**src/rtl/uart_pkg.sv**
```systemverilog
// uart_pkg: shared UART frame constants, receiver state encoding and bit-timing helper
package uart_pkg;
  localparam int DATA_BITS = 8;
  localparam logic STOP_LEVEL = 1'b1;
  typedef enum logic [2:0] {IDLE, START, DATA, STOP, BREAK} state_t;
  function automatic int clks_per_bit(input int clk_freq, input int baud_rate);
    return clk_freq / baud_rate;
  endfunction
endpackage

```
**src/rtl/uart_sync.sv**
```systemverilog
// uart_sync: multi-flop synchronizer for an asynchronous level, resetting to 1 (idle line)
module uart_sync #(
  parameter int DEPTH = 2
) (
  input  logic clk,
  input  logic rst_n,
  input  logic d,
  output logic q
);
  logic [DEPTH-1:0] ff;
  // shift the raw level through DEPTH flops before anything looks at it
  always_ff @(posedge clk or negedge rst_n)
    if (!rst_n) ff <= '1;
    else ff <= {ff[DEPTH-2:0], d};
  assign q = ff[DEPTH-1];
endmodule

```
**src/rtl/uart_rx.sv**
```systemverilog
// uart_rx: 8N1 UART receiver with mid-bit sampling, glitch rejection and framing-error flag
module uart_rx
  import uart_pkg::*;
#(
  parameter int CLK_FREQ = 50000000,
  parameter int BAUD_RATE = 115200,
  parameter int CLKS_PER_BIT = clks_per_bit(CLK_FREQ, BAUD_RATE)
) (
  input  logic       clk,
  input  logic       rst_n,
  input  logic       rx,
  output logic [7:0] rx_data,
  output logic       rx_valid,
  output logic       rx_busy,
  output logic       frame_err
);
  localparam int CW = $clog2(CLKS_PER_BIT);
  localparam logic [CW-1:0] LAST = CW'(CLKS_PER_BIT - 1);
  localparam logic [CW-1:0] HALF = CW'(CLKS_PER_BIT / 2 - 1);
  localparam logic [2:0] LAST_BIT = 3'(DATA_BITS - 1);
  state_t state, state_n;
  logic [CW-1:0] cnt, cnt_n;
  logic [2:0] idx, idx_n;
  logic [7:0] sh, sh_n, data_n;
  logic valid_n, ferr_n, rx_s;
  uart_sync #(.DEPTH(2)) u_sync (.clk(clk), .rst_n(rst_n), .d(rx), .q(rx_s));
  assign rx_busy = state != IDLE;
  // register all FSM state, datapath and output strobes
  always_ff @(posedge clk or negedge rst_n)
    if (!rst_n) begin
      state <= IDLE;
      cnt <= '0;
      idx <= '0;
      sh <= '0;
      rx_data <= '0;
      rx_valid <= 1'b0;
      frame_err <= 1'b0;
    end else begin
      state <= state_n;
      cnt <= cnt_n;
      idx <= idx_n;
      sh <= sh_n;
      rx_data <= data_n;
      rx_valid <= valid_n;
      frame_err <= ferr_n;
    end
  // next-state: start-bit qualification at half bit, then whole-bit steps to mid data/stop
  always_comb begin
    state_n = state;
    cnt_n = cnt + 1'b1;
    idx_n = idx;
    sh_n = sh;
    data_n = rx_data;
    valid_n = 1'b0;
    ferr_n = 1'b0;
    case (state)
      IDLE: begin
        cnt_n = '0;
        state_n = rx_s ? IDLE : START;
      end
      START: if (cnt == HALF) begin
        cnt_n = '0;
        idx_n = '0;
        state_n = rx_s ? IDLE : DATA;
      end
      DATA: if (cnt == LAST) begin
        cnt_n = '0;
        sh_n = {rx_s, sh[7:1]};
        idx_n = idx + 1'b1;
        state_n = idx == LAST_BIT ? STOP : DATA;
      end
      STOP: if (cnt == LAST) begin
        cnt_n = '0;
        valid_n = rx_s == STOP_LEVEL;
        ferr_n = rx_s != STOP_LEVEL;
        data_n = rx_s == STOP_LEVEL ? sh : rx_data;
        state_n = rx_s == STOP_LEVEL ? IDLE : BREAK;
      end
      BREAK: begin
        cnt_n = '0;
        state_n = rx_s ? IDLE : BREAK;
      end
      default: state_n = IDLE;
    endcase
  end
endmodule

```
**config.mk**
```make
export PLATFORM = sky130hd
export DESIGN_NAME = uart_rx
export DESIGN_NICKNAME = d
export VERILOG_FILES = /design/src/rtl/uart_pkg.sv /design/src/rtl/uart_sync.sv /design/src/rtl/uart_rx.sv
export SDC_FILE = /design/constraint.sdc
export NUM_CORES = 1
export LEC_CHECK = 0
export ABC_AREA = 1
export CAP_MARGIN = 20
export CELL_PAD_IN_SITES_DETAIL_PLACEMENT = 1
export CELL_PAD_IN_SITES_GLOBAL_PLACEMENT = 2
export CORE_MARGIN = 8
export CORE_UTILIZATION = 38
export DETAILED_ROUTE_END_ITERATION = 6
export GPL_TIMING_DRIVEN = 0
export PLACE_DENSITY = 0.86
export SLEW_MARGIN = 20
export SYNTH_ARGS = -nofsm -noshare
export SYNTH_HDL_FRONTEND = slang
export SYNTH_HIERARCHICAL = 1
export SYNTH_SLANG_ARGS = --single-unit
```
**constraint.sdc**
```tcl
create_clock -name clk -period 2.3 [get_ports clk]
set_clock_uncertainty 0.2 [all_clocks]
set_input_delay 0.345 -clock clk [delete_from_list [all_inputs] [get_ports clk]]
set_output_delay 0.345 -clock clk [all_outputs]
set_load 0.01 [all_outputs]
```
==> out/qor.csv <==
metric;value;unit
outcome;complete, no violations;
Filler cells;557;
Row Count;25;
vias per cell;4.65;
Starting Density;38.8;%
# clock sinks;35;
CP Capture Type;output port;
WL final;3610;um
NumNets Final;236;
Max clock buf depth;2;
placed cell count;274;
Crit-path slowest cell;clkdlybuf4s50_1;
PwrDens;512;nW/um^2
HPWL after DPL;2750;um
most frequent cells in the layout;61 x nand2_1, 34 x inv_1, 33 x dfrtp_1, 19 x nand3_1, 13 x nor2_1;
Slew Viols, Final;0;
Min-Delay Startpoint;u_sync/ff[0];
Yosys cell types;25;
H-tree Lvls;2;
Die X;85;um
Final Core Density;45.7;%
Yosys reg bits;35;
met2 GRT Util;19.2;%
vias post-DR;1317;
first-pass GRT wire length;6440;um
Lkg Pwr;1.10;nW
setup TNS;0;ns
Syn Inst Count;206;
actual slew at the worst max-slew pin;0.499;ns
largest cells by area after synthesis;dfrtp_1 46%, nand2_1 13%, inv_1 7.1%;
Top delay family on crit path;buffers and inverters;
cell taking the most area after synthesis;dfrtp_1;
TritonRoute pass-1 iters;4;
vias in the first global route;1425;
critical path startpoint;state[1];
Antenna diodes;0;
DIE AREA;7230;sq um
Max rail drop VDD;393;uV
Max Freq;490;MHz
GPL Wtd Cong;0.731;
met1 usage;12.5;%
post-synthesis sequential area ratio;48.5;%
port bufs;13;
gr busiest metal;met2;
CTS resizes;0;
GRT met3 Usage;3.57;%
CTS tree;built;
RSZ-0062 raised after global routing;false;
Area Growth Syn to Fin;17.6;%
worst path bufs/invs;1;
clk root buf;clkbuf_8;
DRC;0;
initial DRC count;32;
Total Routing Usage GR;11.3;%
fin cells;283;
Final ANT Viol Nets;0;
HP Class;flip-flop to flip-flop;
# setup viols final;0;
GRT overflow;0;
Rel. slew slack;66.8;%
Clock Latency Late Sink;0.29;ns
Max FO, Critical Path;4;
Final Hold Vio Count;0;
largest net degree at the start of global routing;23;
CORE AREA;4660;sq um
Final period util;88.8;%
Top-Level Pins;14;
initial antenna violation count;0;
Worst EP arrival;1.50;ns
crit-path max cell delay;0.49;ns
Synth Cell Area;1810;sq um
top-area cell type share of the netlist area;45.6;%
Critical R2R Launch;cnt[0];
most common cell after layout, fill and taps aside;nand2_1;
worst path cell trace;nor2_1 > nand2_1 > clkdlybuf4s50_1;
CP Launch Type;flip-flop;
Syn Nets;214;
Final Critical Period;2.04;ns
Reg clk slew, reported paths;0.07;ns
YS warnings;6;
smallest hold slack;0.159;ns
Max Cap Viol;0;
Die Height;85;um
CP Data Required Time;1.75;ns
Tot Pwr;1.09;mW
post-DR wirelength/cell;12.8;um
layout cell share with drive strength beyond 1;18.8;%
cts bufs inserted;5;
syn avg cell area;8.78;sq um
type of the worst setup path;flip-flop to output port;
## cell families after synthesis
family	after synthesis	synth area share (%)
buffers and inverters	39	8.51
adder cells (fa/ha/maj)	5	3.46
AO/OA/AOI/OAI	11	4.91
flip-flops	35	48.5
XOR/XNOR	4	1.94
AND/OR/NAND/NOR	112	32.6
## per-layer routing
metal | share of wire [%] | wire [um] | up-vias
met5 | 0 | 0 | -
met4 | 2.4 | 85 | 0
met3 | 2.3 | 83 | 7
met2 | 51 | 1830 | 11
met1 | 45 | 1620 | 637
li1 | - | - | 662
## power by group
part           total (mW)  internal (mW)  switching, mW
registers           0.620          0.618        0.00223
clock network       0.443          0.211          0.233
logic              0.0252        0.00859         0.0166
total                1.09          0.837          0.252
## area by class of cell
class	count	area, sq um	area share (%)
plain buffers	2	15.0	0.705
inverters	37	139	6.53
well taps	54	67.6	3.17
clock inverters	3	20.0	0.941
repair buffers	15	163	7.64
clock buffers	5	68.8	3.23
multi-input cells	132	777	36.5
flip-flops and latches	35	878	41.3
## metrics by stage
step	setup WS (ns)	instance area (sq um)
final	0.258	2130
after detailed placement	0.575	2030
after floorplan	0.766	1810
after CTS	0.227	2130
after global placement	-0.170	2010
after global routing	0.139	2130
## cell usage after synthesis
library cell / n
a21oi_2: 1
buf_6: 1
clkbuf_1: 1
dfrtp_1: 33
dfstp_2: 2
ha_1: 5
inv_1: 34
inv_2: 3
nand2_1: 61
nand2_2: 2
nand2_4: 4
nand2_8: 1
nand3_1: 19
nand3_4: 1
nand3b_4: 1
nor2_1: 13
nor2_2: 4
nor2_4: 2
nor2_8: 2
nor3_1: 1
nor3_2: 1
o21ai_0: 2
o21ai_2: 8
xnor2_1: 1
xor2_1: 3
## worst paths after layout
kind / depth (start not counted) / slack (ns) / endpoint
setup / recovery: 3 / 0.26 / rx_busy
hold / removal: 0 / 0.16 / u_sync/ff[1]
setup reg to reg: 8 / 0.61 / rx_data[3]
hold reg to reg: 0 / 0.16 / u_sync/ff[1]
max in group asynchronous: 3 / 1.10 / u_sync/ff[0]
min in group asynchronous: 2 / 0.30 / sh[1]
## what timing repair did
item,CTS,global route
setup buffers,0,0
hold buffers,1,0
hold endpoints to repair,12,0
## registers in the layout, indices dropped and copies added (netlist names)
name	cells
rx_valid	1
cnt	9
rx_data	8
u_sync/ff	2
frame_err	1
state	3
sh	8
idx	3
(Power assumes the default switching activity.)
==> RTL edit 1 (same settings) <==
Add an input register stage for `rx`; this delays it by one clock.
--- a/src/rtl/uart_rx.sv
+++ b/src/rtl/uart_rx.sv
@@ -19,4 +19,11 @@
   localparam logic [CW-1:0] HALF = CW'(CLKS_PER_BIT / 2 - 1);
   localparam logic [2:0] LAST_BIT = 3'(DATA_BITS - 1);
+
+  logic rx_q;
+
+  always_ff @(posedge clk) begin
+    rx_q <= rx;
+  end
+
   state_t state, state_n;
   logic [CW-1:0] cnt, cnt_n;
@@ -24,5 +31,5 @@
   logic [7:0] sh, sh_n, data_n;
   logic valid_n, ferr_n, rx_s;
-  uart_sync #(.DEPTH(2)) u_sync (.clk(clk), .rst_n(rst_n), .d(rx), .q(rx_s));
+  uart_sync #(.DEPTH(2)) u_sync (.clk(clk), .rst_n(rst_n), .d(rx_q), .q(rx_s));
   assign rx_busy = state != IDLE;
   // register all FSM state, datapath and output strobes
Behaviour: not the same (Yosys sat finds a counterexample within 4 cycles, from zero or initial values and one cycle with rst_n low).
==> RTL edit 1 against the unedited design <==
Total power grew 4.6%. Area after synthesis up 1.1%. Global-route usage grew 0.18 points. Design area increased by 1.2%. Worst setup slack got worse by 0.0021 ns. Non-clock buffer count is the same. Routed wire length is 1.4% lower. Sequential cell count is 1 higher. Critical path type unchanged. Critical endpoint unchanged. Largest power group unchanged.
==> RTL edit 1: results (changes against the unedited design) <==
Compound-Gate Fraction of Synth Area=0.0486 (was 0.0491); post-synthesis mux area share=0 (unchanged); Slew @ Worst Pin=0.516 ns (was 0.499 ns); clk slew on worst S/H paths=0.08 ns; Final #Nets=237 (was 236); Seq/Total Area, Yosys=0.491 (was 0.485); worst slack, placed=0.575 ns (about the same); largest net degree at the start of global routing=22 (was 23); leakage power=1.11 nW (was 1.10 nW); hpwl dp=2690 um (was 2750 um); DR WL met3=114 um (was 83 um); Syn Nets=215 (was 214); Yosys warning count=6 (unchanged); setup bufs post-CTS=0 (unchanged); status=complete, no violations (unchanged); Peak VDD IR=0.000210 V (was 0.000393 V); vias per std cell=4.66 (was 4.65); share of layout cells above drive strength 1=0.183 (was 0.188); Avg Cell Area, Syn=8.84 um2 (was 8.78 um2); total CTS buffers=5 (unchanged); global placement routability congestion=0.710 (was 0.731); Yosys cell types=26 (was 25); Synth Register Bits=36 (was 35); DR iter-0 viols=35 (was 32); Post-Synth Adder-Cell Area=0.0342 (was 0.0346); DR WL/cell=12.6 um (was 12.8 um); port bufs=13 (unchanged); Synth area leaders=dfrtp_1 (45%), nand2_1 (13%), inv_1 (7.0%) (was dfrtp_1 (46%), nand2_1 (13%), inv_1 (7.1%)); Max FO, Critical Path=5 (was 4); worst skew pair latency=0.29 ns (about the same); routed length on met1=1640 um (was 1620 um); number of global-route vias before repair=1458 (was 1425); Min-Delay Path Class=flop to flop (unchanged); Non-Filler Instances=284 (was 283); Post-Synth XOR/XNOR Area=0.0192 (was 0.0194); ys async rst share=0.972 (was 1.00); fillcell total=570 (was 557); CTS root buf=clkbuf_8 (unchanged); Longest Clk Path Bufs=2 (unchanged); Total GRT Usage=0.114 (was 0.113); first-pass GRT wire length=6610 um (was 6440 um); Routed met2 length=1740 um (was 1830 um)
RTL edit 1: worst paths after layout:
path / start / cells past startpoint / slack, ns / to
worst max-delay path: state[0] / 3 / 0.26 / rx_busy
worst min-delay path: rx_q / 0 / 0.1 / u_sync/ff[0]
worst max register to register: cnt[1] / 9 / 0.60 / rx_data[6]
worst min register to register: rx_q / 0 / 0.1 / u_sync/ff[0]
max in group asynchronous: rst_n / 3 / 1.07 / u_sync/ff[1]
min in group asynchronous: rst_n / 2 / 0.31 / cnt[5]
RTL edit 1: power breakdown:
| part | total [mW] | switching, mW | leakage, nW | internal [mW] |
|---|---|---|---|---|
| combinational | 0.0251 | 0.0165 | 0.591 | 0.00856 |
| sequential | 0.639 | 0.00220 | 0.476 | 0.637 |
| clock | 0.475 | 0.231 | 0.0445 | 0.243 |
RTL edit 1: worst max-delay path, stage by stage (launching register included):
cell	delay, ns
dfrtp_1	0.44
nor2_1	0.19
nand2_1	0.09
clkdlybuf4s50_1	0.49
RTL edit 1: stage by stage:
step	cell area, um2	hold WS, ns
floorplan	1830	-0.151
global placement	2030	0.0856
detailed placement	2050	0.0869
CTS	2150	0.0970
global route	2150	0.111
finish	2150	0.0959
RTL edit 1: cell type report:
cell class / count / area (um2) / area share
clock inverter: 1 / 7.51 / 0.00349
clock buffer: 7 / 86.3 / 0.0401
buffer: 2 / 15.0 / 0.00697
multi-input combinational: 132 / 777 / 0.361
timing repair buffer: 15 / 163 / 0.0755
inverter: 37 / 139 / 0.0645
sequential: 36 / 898 / 0.417
tap: 54 / 67.6 / 0.0314
RTL edit 1: metal layers:
| layer | GRT usage | vias to the layer above |
|---|---|---|
| met5 | 0 | - |
| met4 | 0.0478 | 0 |
| met3 | 0.0367 | 6 |
| met2 | 0.191 | 14 |
| met1 | 0.132 | 637 |
| li1 | - | 667 |
==> RTL edit 2 (same flow settings) <==
Made on the original files. Set the parameter `CLK_FREQ` to 200000000 (it was 50000000).
--- a/src/rtl/uart_rx.sv
+++ b/src/rtl/uart_rx.sv
@@ -3,5 +3,5 @@
   import uart_pkg::*;
 #(
-  parameter int CLK_FREQ = 50000000,
+  parameter int CLK_FREQ = 200000000,
   parameter int BAUD_RATE = 115200,
   parameter int CLKS_PER_BIT = clks_per_bit(CLK_FREQ, BAUD_RATE)
Check against the original RTL: same outputs for any inputs over 10 cycles, from zero or initial values and one cycle with rst_n low; that may be too few to reach the edited logic, so the function may still have changed.
==> RTL edit 2 against the unedited design <==
Routed wire length grew 31%. Combinational power is 7% lower. Sequential power up 5.6%. Count of clock-buffer cells in the layout stayed put. Worst setup slack got worse by 0.068 ns. Area after synthesis grew 6.3%. Sequential cell count grew 2. Final cell count grew 19%. Critical path depth stayed put. Design area is 7.3% higher. Total power grew 15%. Critical path type unchanged. Critical endpoint unchanged. Largest cell class unchanged.
==> RTL edit 2: results (changes against the unedited design) <==
placed insts=327 (was 274); total CTS buffers=5 (unchanged); Hold Crit Depth=0 (unchanged); clock sink total=37 (was 35); CTS root buf=clkbuf_8 (unchanged); largest net degree at the start of global routing=30 (was 23); DR iter-0 viols=49 (was 32); setup bufs post-CTS=0 (unchanged); initial antenna violation count=0 (unchanged); Synth area leaders=dfrtp_1 (46%), nand2_1 (19%), nand3_1 (7.3%) (was dfrtp_1 (46%), nand2_1 (13%), inv_1 (7.1%)); R2R depth=7 (was 8); Yosys warning count=6 (unchanged); Total GRT Usage=0.143 (was 0.113); hpwl dp=3470 um (was 2750 um); DR WL/cell=14.1 um (was 12.8 um); Commonest cells post-synth=nand2_1 (96), dfrtp_1 (35), nand3_1 (28), inv_1 (26), nor2_1 (15) (was nand2_1 (61), inv_1 (34), dfrtp_1 (33), nand3_1 (19), nor2_1 (13)); Max FO, Critical Path=5 (was 4); Top Registers=cnt x11, rx_data x8, sh x8 (was cnt x9, rx_data x8, sh x8); Syn Inst Count=243 (was 206); final worst slack=0.190 ns (was 0.258 ns); htree depth=2 (unchanged); Syn Nets=249 (was 214); clk slew on worst S/H paths=0.08 ns; first-pass GRT wire length=8380 um (was 6440 um); CP endpoint=rx_busy (unchanged); number of global-route vias before repair=1745 (was 1425); vias per std cell=4.84 (was 4.65); share of layout cells above drive strength 1=0.135 (was 0.188); R2R Setup Slk=0.39 ns (was 0.61 ns); antenna-violating nets left=0 (unchanged); Longest Clk Path Bufs=2 (unchanged); leakage power=1.20 nW (was 1.10 nW); Peak VDD IR=0.000312 V (was 0.000393 V); status=complete, no violations (unchanged); prevailing post-synth register cell=dfrtp_1 (unchanged); port bufs=13 (unchanged); Crit. Startpoint=state[2] (was state[1]); number of search-and-repair iterations in the first detailed-routing pass=4 (unchanged); Final #Nets=271 (was 236); via count=1626 (was 1317); Critical R2R Capture=cnt[9] (was rx_data[3]); Slew @ Worst Pin=0.515 ns (was 0.499 ns); global placement routability congestion=0.732 (was 0.731); Seq/Total Area, Yosys=0.483 (was 0.485); Yosys cell types=27 (was 25); worst skew pair latency=0.29 ns (about the same); # diodes=0 (unchanged); worst slack, placed=0.375 ns (was 0.575 ns); Min-Delay Path Class=flop to flop (unchanged); arrival time worst endpoint=1.56 ns (was 1.50 ns); ys async rst share=1.00 (unchanged); RR Startpoint=cnt[0] (unchanged)
[RTL edit 2: timing repair]
action	CTS	global route
endpoints found under the setup margin	0	1
resized for setup	0	1
hold endpoints to repair	35	0
hold buffers	1	0
[RTL edit 2: worst min path at each step]
stage            startpoint      endpoint  slack, ns
2_1_floorplan         rst_n        cnt[0]      -0.15
3_3_place_gp   u_sync/ff[0]  u_sync/ff[1]       0.15
3_5_place_dp          rst_n        cnt[2]       0.03
4_1_cts        u_sync/ff[0]  u_sync/ff[1]       0.17
5_1_grt        u_sync/ff[0]  u_sync/ff[1]       0.18
6_report       u_sync/ff[0]  u_sync/ff[1]       0.16
[RTL edit 2: stage by stage]
step                hold WS (ns)  area (um2)
detailed placement        0.0289        2160
global placement           0.146        2140
finish                     0.164        2280
floorplan                 -0.151        1920
CTS                        0.173        2280
global route               0.178        2280
[RTL edit 2: report_power, final]
group | leakage [nW] | internal, mW | switching [mW]
logic | 0.655 | 0.00711 | 0.0163
clock network | 0.0543 | 0.325 | 0.255
registers | 0.495 | 0.653 | 0.00163
total | 1.20 | 0.985 | 0.273
[RTL edit 2: worst max-delay path: stages (launching register included)]
cell and delay (ns):
dfrtp_1 0.48, inv_1 0.14, nand2_1 0.11, clkdlybuf4s50_1 0.54
[RTL edit 2: layout make-up]
class | count | area [um2]
inverters | 32 | 135
flip-flops and latches | 37 | 928
plain buffers | 1 | 11.3
well taps | 70 | 87.6
repair buffers | 15 | 155
fillers | 641 | 2730
clock inverters | 3 | 46.3
multi-input cells | 173 | 851
clock buffers | 5 | 68.8
[RTL edit 2: kinds of logic after synthesis]
kind of cell,synth area share
adder cells (fa/ha/maj),0.0195
AO/OA/AOI/OAI,0.0260
flip-flops,0.483
AND/OR/NAND/NOR,0.382
buffers and inverters,0.0761
XOR/XNOR,0.0137
[RTL edit 2: routing by layer]
layer,part of all wire,global-route usage
met4,0.016,0.0469
met5,0,0
met1,0.46,0.168
met2,0.49,0.244
met3,0.035,0.0406
